### src/rtl/psychic5_vram_arb_pkg.sv
// Shared types and defaults for the Psychic 5 VRAM time-slot arbiter.
// Optional posted-write buffer: define PSYCHIC5_VRAM_ARB_WRBUF_EN.
package psychic5_vram_arb_pkg;

  typedef enum logic [1:0] {
    ST_IDLE      = 2'd0,
    ST_WAIT_SLOT = 2'd1,
    ST_ACCESS    = 2'd2,
    ST_HOLD      = 2'd3
  } arb_state_t;

  localparam logic [7:0] SLOT_MASK_DEF = 8'b1100_0000;
  localparam int         AW_DEF        = 13;

  function automatic logic phase_is_slot(
    input logic [7:0] mask,
    input logic [2:0] ph
  );
    return mask[ph];
  endfunction

endpackage

### src/rtl/psychic5_vram_wrbuf.sv
// One-entry posted-write buffer for the VRAM arbiter.
// A load in the same cycle as a drain keeps the buffer full with new data.
module psychic5_vram_wrbuf
  import psychic5_vram_arb_pkg::*;
#(
  parameter int AW = AW_DEF
) (
  input  logic          clk,
  input  logic          rst_n,
  input  logic          load,
  input  logic          drain,
  input  logic [AW-1:0] addr_in,
  input  logic [7:0]    data_in,
  output logic          full,
  output logic [AW-1:0] addr,
  output logic [7:0]    data
);

  always_ff @(posedge clk or negedge rst_n) begin
    if (!rst_n) begin
      full <= 1'b0;
      addr <= '0;
      data <= '0;
    end else if (load) begin
      full <= 1'b1;
      addr <= addr_in;
      data <= data_in;
    end else if (drain) begin
      full <= 1'b0;
    end
  end

endmodule

### src/rtl/psychic5_vram_arbiter.sv
// Time-slot arbiter sharing one VRAM port between video fetch and CPU.
// Define PSYCHIC5_VRAM_ARB_WRBUF_EN to post CPU writes into a buffer.
module psychic5_vram_arbiter
  import psychic5_vram_arb_pkg::*;
#(
  parameter logic [7:0] CPU_SLOT_MASK = SLOT_MASK_DEF,
  parameter int         AW            = AW_DEF
) (
  input  logic          i_EMU_MCLK,
  input  logic          i_EMU_MRST_n,
  input  logic          i_EMU_CLK6MPCEN_n,
  input  logic          i_ABS_4H,
  input  logic          i_ABS_2H,
  input  logic          i_ABS_1H,
  input  logic [AW-1:0] i_CPU_ADDR,
  input  logic [7:0]    i_CPU_DATA_WR,
  input  logic          i_CPU_CS_n,
  input  logic          i_CPU_RD_n,
  input  logic          i_CPU_WR_n,
  output logic          o_CPU_WAIT_n,
  output logic [7:0]    o_CPU_DATA_RD,
  input  logic [AW-1:0] i_VID_ADDR,
  output logic [7:0]    o_VID_DATA,
  output logic [AW-1:0] o_RAM_ADDR,
  output logic [7:0]    o_RAM_DI,
  output logic          o_RAM_WE,
  input  logic [7:0]    i_RAM_DO
);

  arb_state_t state, state_n;

  logic          tick;
  logic          slot;
  logic          req;
  logic          req_q;
  logic          wr_q;
  logic          cpu_go;
  logic          cap_rd;
  logic          drain;
  logic          can_post;
  logic          last_cpu;
  logic [AW-1:0] mux_addr;
  logic [7:0]    mux_di;
  logic          mux_we;

  assign tick = !i_EMU_CLK6MPCEN_n;
  assign slot = phase_is_slot(CPU_SLOT_MASK,
                              {i_ABS_4H, i_ABS_2H, i_ABS_1H});
  assign req  = !i_CPU_CS_n && (!i_CPU_RD_n || !i_CPU_WR_n);

  always_ff @(posedge i_EMU_MCLK or negedge i_EMU_MRST_n) begin
    if (!i_EMU_MRST_n) begin
      req_q <= 1'b0;
      wr_q  <= 1'b0;
    end else begin
      req_q <= req;
      wr_q  <= !i_CPU_WR_n && i_CPU_RD_n;
    end
  end

`ifdef PSYCHIC5_VRAM_ARB_WRBUF_EN
  logic          full;
  logic          load;
  logic [AW-1:0] buf_addr;
  logic [7:0]    buf_data;

  // A pending write drains in the first CPU slot, ahead of any CPU read.
  assign drain    = full && tick && slot;
  assign can_post = wr_q && (!full || drain);
  assign load     = req_q && can_post &&
                    (state == ST_IDLE || state == ST_WAIT_SLOT);

  psychic5_vram_wrbuf #(
    .AW(AW)
  ) u_wrbuf (
    .clk    (i_EMU_MCLK),
    .rst_n  (i_EMU_MRST_n),
    .load   (load),
    .drain  (drain),
    .addr_in(i_CPU_ADDR),
    .data_in(i_CPU_DATA_WR),
    .full   (full),
    .addr   (buf_addr),
    .data   (buf_data)
  );
`else
  assign drain    = 1'b0;
  assign can_post = 1'b0;
`endif

  always_ff @(posedge i_EMU_MCLK or negedge i_EMU_MRST_n) begin
    if (!i_EMU_MRST_n) state <= ST_IDLE;
    else               state <= state_n;
  end

  always_comb begin
    state_n = state;
    cpu_go  = 1'b0;
    cap_rd  = 1'b0;
    unique case (state)
      ST_IDLE: begin
        if (req_q) state_n = can_post ? ST_HOLD : ST_WAIT_SLOT;
      end
      ST_WAIT_SLOT: begin
        if (!req_q) begin
          state_n = ST_IDLE;
        end else if (can_post) begin
          state_n = ST_HOLD;
        end else if (tick && slot && !drain) begin
          cpu_go  = 1'b1;
          state_n = ST_ACCESS;
        end
      end
      ST_ACCESS: begin
        if (!req_q) begin
          state_n = ST_IDLE;
        end else if (tick) begin
          cap_rd  = 1'b1;
          state_n = ST_HOLD;
        end
      end
      ST_HOLD: begin
        if (!req_q) state_n = ST_IDLE;
      end
      default: state_n = ST_IDLE;
    endcase
  end

  assign o_CPU_WAIT_n = !(req_q && state != ST_HOLD &&
                          !(state == ST_IDLE && can_post));

  always_comb begin
    mux_addr = i_VID_ADDR;
    mux_di   = o_RAM_DI;
    mux_we   = 1'b0;
    unique case (1'b1)
`ifdef PSYCHIC5_VRAM_ARB_WRBUF_EN
      drain: begin
        mux_addr = buf_addr;
        mux_di   = buf_data;
        mux_we   = 1'b1;
      end
`endif
      cpu_go: begin
        mux_addr = i_CPU_ADDR;
        mux_di   = i_CPU_DATA_WR;
        mux_we   = wr_q;
      end
      default: ;
    endcase
  end

  always_ff @(posedge i_EMU_MCLK or negedge i_EMU_MRST_n) begin
    if (!i_EMU_MRST_n) begin
      o_RAM_ADDR <= '0;
      o_RAM_DI   <= '0;
      o_RAM_WE   <= 1'b0;
    end else if (tick) begin
      o_RAM_ADDR <= mux_addr;
      o_RAM_DI   <= mux_di;
      o_RAM_WE   <= mux_we;
    end else if (state == ST_ACCESS && !req_q) begin
      // CPU gave up mid-access: withdraw the write strobe early.
      o_RAM_WE   <= 1'b0;
    end
  end

  always_ff @(posedge i_EMU_MCLK or negedge i_EMU_MRST_n) begin
    if (!i_EMU_MRST_n) begin
      last_cpu      <= 1'b0;
      o_VID_DATA    <= '0;
      o_CPU_DATA_RD <= '0;
    end else begin
      if (tick) begin
        last_cpu <= cpu_go || drain;
        if (!last_cpu) o_VID_DATA <= i_RAM_DO;
      end
      if (cap_rd && !wr_q) o_CPU_DATA_RD <= i_RAM_DO;
    end
  end

endmodule

### config.mk
export PLATFORM = sky130hd
export DESIGN_NAME = psychic5_vram_arbiter
export DESIGN_NICKNAME = d
export VERILOG_FILES = /design/src/rtl/psychic5_vram_arb_pkg.sv /design/src/rtl/psychic5_vram_wrbuf.sv /design/src/rtl/psychic5_vram_arbiter.sv
export SDC_FILE = /design/constraint.sdc
export NUM_CORES = 1
export LEC_CHECK = 0
export CORE_MARGIN = 2
export CORE_UTILIZATION = 36
export DETAILED_ROUTE_END_ITERATION = 7
export PLACE_DENSITY = 0.81
export SYNTH_ARGS = -nofsm -noshare
export SYNTH_HDL_FRONTEND = slang
export SYNTH_HIERARCHICAL = 1
export SYNTH_SLANG_ARGS = --single-unit
### constraint.sdc
create_clock -name i_EMU_MCLK -period 1.5 [get_ports i_EMU_MCLK]
set_input_delay 0.225 -clock i_EMU_MCLK [delete_from_list [all_inputs] [get_ports i_EMU_MCLK]]
set_output_delay 0.225 -clock i_EMU_MCLK [all_outputs]
set_load 0.01 [all_outputs]
==> results.md, run 1 <==
| Step | Quantity | Value |
|---|---|---|
| floorplanning | Width of the die | 75.5 um |
| yosys | Post-synthesis average cell area | 13.3 sq um |
| detailed routing | DRC violation total after the first TritonRoute iteration | 63 |
| power | Net switching share of the total power | 23.5% |
| yosys | Share of the yosys chip area belonging to registers | 58.5% |
| layout | Area added between synthesis and finish | 65.0% |
| clock tree | CTS Hold Bufs | 0 |
| sta | Relative slew slack | 62.6% |
| clock tree | Clock Pin Slew Worst Setup and Hold Paths | 0.08 ns |
| floorplanning | CORE AREA | 5010 sq um |
| global routing | Largest net degree at the start of global routing | 44 |
| worst hold path | Type of the worst min-delay path | in2async |
| detailed routing | Detailed-route wire length | 4.54 mm |
| worst setup path | Crit path capture type | flop |
| worst setup path | Kind of critical path | reg2reg |
| sta | Number of setup violations in the final report | 0 |
| power | Sequential share of power | 45.5% |
| clock tree | Clock buffers created by TritonCTS | 5 |
| sta | Fin crit period | 1.47 ns |
| yosys | Leading area contributor after synthesis | sky130_fd_sc_hd__dfrtp_1 |
| detailed routing | Detailed-router iteration count before antenna repair | 4 |
| global routing | Total gr overflow | 0 |
| clock tree | CTS H-tree depth | 2 |
| sta | Max Freq | 682 MHz |
| sta | Final cycle utilization of the critical path | 97.7% |
| power | Total internal power | 2.28 mW |
| yosys | Cell area after synthesis | 1840 sq um |
| worst setup path | Critical Path RT | 1.68 ns |
| yosys | Synthesized Nets | 189 |
| yosys | Count of warnings emitted by yosys | 6 |
| detailed routing | Ratio of routed vias to standard cells | 4.79 |
| worst setup path | Maximum net fanout on the critical path | 8 |
| place | Number of buffers added on ports | 88 |
| worst setup path | FF-to-FF End | o_CPU_DATA_RD[1] |
| layout | Fraction of final layout cells with drive strength greater than 1 | 24.2% |
| status | Failing checks | negative hold slack |
| clock tree | Number of buffers on the longest clock path | 2 |
| sta | Final count of pins violating max slew | 0 |
| floorplanning | Total die area | 5700 sq um |
| global routing | Number of antenna violations at the first check in global routing | 0 |
| yosys | Number of synthesized register bits | 43 |
| sta | Final hold vios | 3 |
| power | Clock share of power | 31.3% |
| power | Net switching component of the power | 0.699 mW |
| worst setup path | Cell repeated most along the worst path | sky130_fd_sc_hd__buf_6 |
| layout | Number of antenna diodes | 0 |
| sta | Final Skew | 0.00255 ns |
| global routing | Total routing resource utilization after global routing | 15.8% |
| place | HPWL after detailed placement | 3.14 mm |
| floorplanning | Core Rows | 26 |
| worst setup path | Data arrival time of the critical path | 1.65 ns |
| layout | Final core area utilization | 60.6% |
| layout | Cell Count, Final, Fillers Out | 310 |
| sta | RSZ-0062 raised after global routing | yes |
| place | Global placement routability congestion | 0.697 |
| power | Worst voltage drop across the vdd grid | 0.000678 V |
| place | Placed insts | 298 |
| yosys | Post-synthesis cell count | 138 |
| status | Run status | finished, violations left |
| yosys | Share of the synthesized area in the top cell type | 58.5% |
| yosys | Cells taking the most area after synthesis | sky130_fd_sc_hd__dfrtp_1 (59%), sky130_fd_sc_hd__mux2_2 (15%), sky130_fd_sc_hd__o311ai_2 (7.1%) |
| detailed routing | WL per Instance | 14.6 um |
| detailed routing | Count of vias placed by the detailed router | 1485 |
| clock tree | Root Buffer Master | sky130_fd_sc_hd__clkbuf_8 |
| worst setup path | CP max stage cell | sky130_fd_sc_hd__dfrtp_1 |
| detailed routing | Post-route ant nets | 0 |
| worst setup path | Slack of the worst reg-to-reg path | 0.03 ns |
| floorplanning | Die H | 75.5 um |
| global routing | Wire length of the first global-routing pass | 6.80 mm |
| detailed routing | Number of remaining DRC errors | 0 |
| sta | Final setup slack of the worst path | 0.0341 ns |
| power | Cell leakage power | 1.33 nW |
| floorplanning | Top-level port count | 90 |
| yosys | Cell variety after synth | 25 |
| sta | Final total negative setup slack | 0 ns |
| worst setup path | Startpoint kind of the worst setup timing path | flop |
| clock tree | CTS tree | yes |
| worst setup path | Ordered cell list for the critical path | buf_6, and2b_1, nor4b_4, buf_6, mux2_4 |
| worst setup path | Worst path max stage delay | 0.40 ns |
| global routing | Via count of the first global-routing pass | 1508 |
| floorplanning | Initial core utilization | 36.7% |
| worst setup path | Number of cells traversed by the worst register-to-register path | 5 |
| layout | Final net count | 290 |
| place | Post-Place Worst Slack | -0.290 ns |
| clock tree | Clock sink count | 43 |
| worst setup path | Beginning of the worst register-to-register path | state[1] |
| sta | Worst Hold Slack | -0.00708 ns |
| sta | Worst-Margin Slew | 0.561 ns |
| run | Reported max-cap violation count | 0 |
| clock tree | Clk_lat worst skew | 0.29 ns |
| power | Proportion of power drawn by combinational gates | 23.2% |
| power | Pwr/cell area | 980 nW/um^2 |
[sequential cells by signal (all words and copies together), names as in the netlist]
| signal | count |
|---|---|
| o_RAM_ADDR | 13 |
| o_CPU_DATA_RD | 8 |
| o_RAM_DI | 8 |
| o_VID_DATA | 8 |
| state | 2 |
| last_cpu | 1 |
| o_RAM_WE | 1 |
| req_q | 1 |
| wr_q | 1 |
[worst max-delay path by stage]
stage | cells after the start | from | end | slack, ns
3_3_place_gp | 5 | i_EMU_CLK6MPCEN_n | o_CPU_DATA_RD[5] | -0.27
3_5_place_dp | 5 | i_EMU_CLK6MPCEN_n | o_RAM_ADDR[7] | -0.29
6_report | 5 | state[1] | o_CPU_DATA_RD[1] | 0.03
2_1_floorplan | 3 | state[0] | o_CPU_DATA_RD[0] | 0.03
5_1_grt | 5 | state[1] | o_CPU_DATA_RD[0] | -0.05
4_1_cts | 5 | state[1] | o_CPU_DATA_RD[1] | 0.006
[cells in the final DEF, fill, tap and decap left out, drive strengths merged, types with 2 or more instances in the layout]
| master | instances |
|---|---|
| a21oi | 2 |
| a221o | 4 |
| and2b | 2 |
| and3 | 4 |
| buf | 15 |
| clkbuf | 6 |
| clkdlybuf4s50 | 86 |
| dfrtp | 43 |
| inv | 11 |
| mux2 | 24 |
| nand2 | 12 |
| nand3 | 9 |
| nor2 | 3 |
| o311ai | 9 |
[metal layers]
metal	routed length [um]	GRT usage [%]
met1	1920	18.5
met4	42	5.26
met2	2160	26.6
met3	417	6.35
met5	0	0
[synthesized netlist by cell type (all sizes together)]
library cell	n
and3	4
nand3	9
inv	11
mux2	24
nor4b	1
a221oi	1
o311ai	9
nor2b	1
dfrtp	43
buf	5
a21o	1
nor2	3
and2	1
a32o	1
and2b	2
a21oi	2
nand2	12
a221o	4
and4b	1
clkbuf	3
[through the flow]
step,total power [mW],area [sq um]
after floorplan,1.61,1840
after global placement,2.04,2840
after detailed placement,2.06,2840
after CTS,3.00,2970
after global routing,3.13,3040
final,2.97,3040
[repair_timing]
action / in CTS / in global routing
setup endpoints to repair: 2 / 12
setup buffers: 1 / 3
resized for setup: 3 / 12
[cells by family after synthesis]
kind of cell | Yosys count | synth area share (%)
flops | 43 | 58.5
simple gates | 34 | 10.3
mux | 24 | 14.7
buf+inv | 19 | 4.76
compound gates | 18 | 11.7
[layout make-up]
| type | count | area, sq um |
|---|---|---|
| Fill cell | 435 | 1970 |
| Sequential cell | 43 | 1080 |
| Timing Repair Buffer | 102 | 1000 |
| Multi-Input combinational cell | 76 | 708 |
| Tap cell | 70 | 87.6 |
| Clock buffer | 6 | 82.6 |
| Inverter | 11 | 41.3 |
| Clock inverter | 2 | 35.0 |
[power by group through the flow]
stage          Sequential [mW]  Combinational, mW  Clock, mW
2_1_floorplan             1.43              0.176          0
6_report                  1.35              0.689      0.933
3_5_place_dp              1.38              0.680          0
4_1_cts                   1.35              0.684      0.966
3_3_place_gp              1.37              0.670          0
5_1_grt                   1.37              0.742       1.01
[critical path: cells and delay by family, from the launching register on]
family                 cells  cell delay (ns)
and+or+nand+nor            2             0.35
DFF                        1             0.40
buffers and inverters      2             0.30
muxes                      1             0.31
Power figures use the tool's default switching activity.
==> inputs of run 2 (changes only) <==
--- a/config.mk
+++ b/config.mk
@@ -9,6 +9,7 @@
 export CORE_UTILIZATION = 36
 export DETAILED_ROUTE_END_ITERATION = 7
 export PLACE_DENSITY = 0.81
+export SETUP_SLACK_MARGIN = 0.02
 export SYNTH_ARGS = -nofsm -noshare
 export SYNTH_HDL_FRONTEND = slang
 export SYNTH_HIERARCHICAL = 1
==> run 2 against run 1 <==
Effect of this change: the flow still finishes with violations (negative hold slack); cell count increased by 0.65%; worst setup slack about the same; global-route usage unchanged; non-clock buffer count increased by 2; highest routed layer unchanged; register-to-register slack about the same; hold slack improved by 0.0051 ns; via count decreased by 0.61%; sequential share of layout area decreased by 0.30 points; critical endpoint unchanged; total power increased by 0.23%; sequential power about the same.
==> results.md, run 2 (synthesis results as in run 1) <==
| Step | Quantity | Value | Change |
|---|---|---|---|
| global routing | Wire length of the first global-routing pass | 6.80 mm | about the same |
| sta | Number of setup violations in the final report | 0 | unchanged |
| layout | Largest register FFs | 13 | unchanged |
| floorplanning | Die H | 75.5 um | unchanged |
| sta | Worst Hold Slack | -0.00198 ns | was -0.00708 ns |
| sta | Max Freq | 682 MHz | about the same |
| sta | Final count of pins violating max slew | 0 | unchanged |
| place | HPWL after detailed placement | 3.14 mm | unchanged |
| power | Pwr/cell area | 974 nW/um^2 | was 980 nW/um^2 |
| worst setup path | Data arrival time of the critical path | 1.65 ns | about the same |
| detailed routing | Detailed-router iteration count before antenna repair | 4 | unchanged |
| clock tree | Clock sink count | 43 | unchanged |
| clock tree | Clk_lat worst skew | 0.29 ns | about the same |
| power | Net switching share of the total power | 23.6% | was 23.5% |
| status | Run status | finished, violations left | unchanged |
| floorplanning | Width of the die | 75.5 um | unchanged |
| detailed routing | Number of remaining DRC errors | 0 | unchanged |
| global routing | Total routing resource utilization after global routing | 15.8% | unchanged |
| worst setup path | Worst path max stage delay | 0.39 ns | was 0.40 ns |
| detailed routing | Count of vias placed by the detailed router | 1476 | was 1485 |
| layout | Most flops, register | o_RAM_ADDR | unchanged |
| sta | Final cycle utilization of the critical path | 97.7% | about the same |
| layout | Most common cell after layout, fill and taps aside | sky130_fd_sc_hd__clkdlybuf4s50_1 | unchanged |
| run | Reported max-cap violation count | 0 | unchanged |
| worst setup path | Startpoint kind of the worst setup timing path | flop | unchanged |
| layout | Filler cell count in the final layout | 436 | was 435 |
| worst setup path | Kind of critical path | reg2reg | unchanged |
| detailed routing | Post-route ant nets | 0 | unchanged |
| detailed routing | Ratio of routed vias to standard cells | 4.73 | was 4.79 |
| layout | Final net count | 292 | was 290 |
| worst setup path | Maximum net fanout on the critical path | 8 | unchanged |
| place | Number of buffers added on ports | 88 | unchanged |
| worst hold path | Type of the worst min-delay path | in2async | unchanged |
| sta | Final Skew | 0.00223 ns | was 0.00255 ns |
| power | Worst voltage drop across the vdd grid | 0.000677 V | was 0.000678 V |
| layout | Fraction of final layout cells with drive strength greater than 1 | 24.8% | was 24.2% |
| layout | Most frequent cells in the layout | sky130_fd_sc_hd__clkdlybuf4s50_1 (83), sky130_fd_sc_hd__dfrtp_1 (43), sky130_fd_sc_hd__mux2_2 (16), sky130_fd_sc_hd__nand2_1 (12) | was sky130_fd_sc_hd__clkdlybuf4s50_1 (86), sky130_fd_sc_hd__dfrtp_1 (43), sky130_fd_sc_hd__mux2_2 (16), sky130_fd_sc_hd__nand2_1 (12), sky130_fd_sc_hd__inv_1 (11) |
| layout | Multi-input logic area | 708 sq um | unchanged |
| power | Net switching component of the power | 0.705 mW | was 0.699 mW |
| floorplanning | Core Rows | 26 | unchanged |
| clock tree | CTS H-tree depth | 2 | unchanged |
| floorplanning | Total die area | 5700 sq um | unchanged |
| layout | Number of antenna diodes | 0 | unchanged |
| detailed routing | Top metal layer carrying routed signals | met4 | unchanged |
| sta | Relative slew slack | 62.0% | was 62.6% |
| global routing | Total gr overflow | 0 | unchanged |
| global routing | Via count of the first global-routing pass | 1508 | unchanged |
| power | Clock share of power | 31.5% | was 31.3% |
| detailed routing | Detailed-route wire length | 4.55 mm | was 4.54 mm |
| floorplanning | Initial core utilization | 36.7% | unchanged |
| worst setup path | CP max stage cell | sky130_fd_sc_hd__dfrtp_1 | unchanged |
| detailed routing | WL per Instance | 14.6 um | about the same |
| detailed routing | Amount of wire on met3 after detailed routing | 399 um | was 417 um |
| clock tree | Clock Pin Slew Worst Setup and Hold Paths | 0.08 ns | about the same |
| floorplanning | Top-level port count | 90 | unchanged |
| status | Failing checks | negative hold slack | unchanged |
| sta | Final hold vios | 1 | was 3 |
| worst setup path | Cell repeated most along the worst path | sky130_fd_sc_hd__buf_6 | unchanged |
| worst setup path | Crit-path leading delay family | flip-flops | unchanged |
| place | Global placement routability congestion | 0.697 | unchanged |
| sta | Final total negative setup slack | 0 ns | unchanged |
| power | Sequential share of power | 45.4% | was 45.5% |
| layout | Footprint of the flip-flops and latches | 1080 sq um | unchanged |
| detailed routing | DRC violation total after the first TritonRoute iteration | 68 | was 63 |
| clock tree | Clock buffers created by TritonCTS | 5 | unchanged |
| sta | Worst-Margin Slew | 0.570 ns | was 0.561 ns |
| power | Cell leakage power | 1.39 nW | was 1.33 nW |
| power | Proportion of power drawn by combinational gates | 23.2% | about the same |
| worst setup path | Ordered cell list for the critical path | buf_6, and2b_1, nor4b_4, buf_6, mux2_4 | unchanged |
| detailed routing | Length of routed met2 wiring | 2.18 mm | was 2.16 mm |
| floorplanning | CORE AREA | 5010 sq um | unchanged |
| sta | Fin crit period | 1.47 ns | about the same |
| global routing | Number of antenna violations at the first check in global routing | 0 | unchanged |
| detailed routing | Sum of routed wire segments on met1 | 1.93 mm | was 1.92 mm |
| clock tree | CTS tree | yes | unchanged |
| clock tree | Number of buffers on the longest clock path | 2 | unchanged |
| layout | Area added between synthesis and finish | 66.5% | was 65.0% |
| power | Total internal power | 2.28 mW | about the same |
| worst setup path | Total buffers and inverters traversed by the critical path | 2 | unchanged |
| clock tree | Root Buffer Master | sky130_fd_sc_hd__clkbuf_8 | unchanged |
| layout | Total non-filler cell area in the finished layout | 3060 sq um | was 3040 sq um |
| place | Placed Area | 2840 sq um | unchanged |
| worst setup path | Crit path capture type | flop | unchanged |
| worst setup path | Critical Path RT | 1.68 ns | about the same |
| global routing | Largest net degree at the start of global routing | 44 | unchanged |
| sta | RSZ-0062 raised after global routing | yes | unchanged |
-- run 2: cell types whose count changed in the layout (fill, tap and decap cells not counted), sizes merged --
cell and change:
clkdlybuf4s50 -3, dlymetal6s2s +3, buf +2
-- run 2: repair_timing --
action	4_1_cts	5_1_grt
gates resized for setup	4	15
cloned	0	0
hold buffers	0	0
setup buffers	1	5
endpoints found under the setup margin	2	16
-- run 2: worst reg2reg max path, stage by stage, from the launching register on --
cell,delay (ns)
sky130_fd_sc_hd__dfrtp_1,0.39
sky130_fd_sc_hd__buf_6,0.11
sky130_fd_sc_hd__and2b_1,0.14
sky130_fd_sc_hd__nor4b_4,0.21
sky130_fd_sc_hd__buf_6,0.19
sky130_fd_sc_hd__mux2_4,0.31
-- run 2: path summary, 6_finish.rpt --
kind | depth (start not counted) | end | slack [ns] | from
min reg2reg | 2 | o_RAM_ADDR[3] | 0.50 | o_RAM_ADDR[3]
min in group i_EMU_MCLK | 2 | req_q | 0.46 | i_CPU_CS_n
max in group asynchronous | 2 | o_RAM_ADDR[1] | 1.10 | i_EMU_MRST_n
min | 2 | o_RAM_ADDR[0] | -0.002 | i_EMU_MRST_n
max reg2reg | 5 | o_CPU_DATA_RD[1] | 0.03 | state[1]
max | 5 | o_CPU_DATA_RD[1] | 0.03 | state[1]
-- run 2: layout make-up --
type / count / share of cell area [%]
clock inverters: 2 / 1.14
inverters: 11 / 1.35
multi-input cells: 76 / 23.1
clock buffers: 6 / 2.70
repair buffers: 104 / 33.7
well taps: 70 / 2.86
flip-flops and latches: 43 / 35.1
-- run 2: power groups by stage --
stage	Clock, mW	Sequential [mW]	Combinational [mW]
6_report	0.938	1.35	0.690
2_1_floorplan	0	1.43	0.176
5_1_grt	1.01	1.37	0.744
3_5_place_dp	0	1.38	0.680
4_1_cts	0.966	1.35	0.684
3_3_place_gp	0	1.37	0.670
-- run 2: through the flow --
step | total power [mW] | hold WS [ns] | worst slack (ns) | utilization (%) | cells
after detailed placement | 2.06 | 0.340 | -0.290 | 56.8 | 298
after global routing | 3.13 | 0.0426 | -0.0358 | 61.1 | 312
after floorplan | 1.61 | -0.0706 | 0.0323 | - | 138
after global placement | 2.04 | 0.335 | -0.268 | 56.8 | 298
final | 2.98 | -0.00198 | 0.0338 | 61.1 | 312
after CTS | 3.00 | 0.0203 | 0.00618 | 59.4 | 307
-- run 2: routing by layer --
metal | global-route usage (%) | vias to the layer above
met5 | 0 | -
met4 | 5.26 | 0
met3 | 6.35 | 4
met2 | 26.7 | 62
met1 | 18.4 | 712
li1 | - | 698
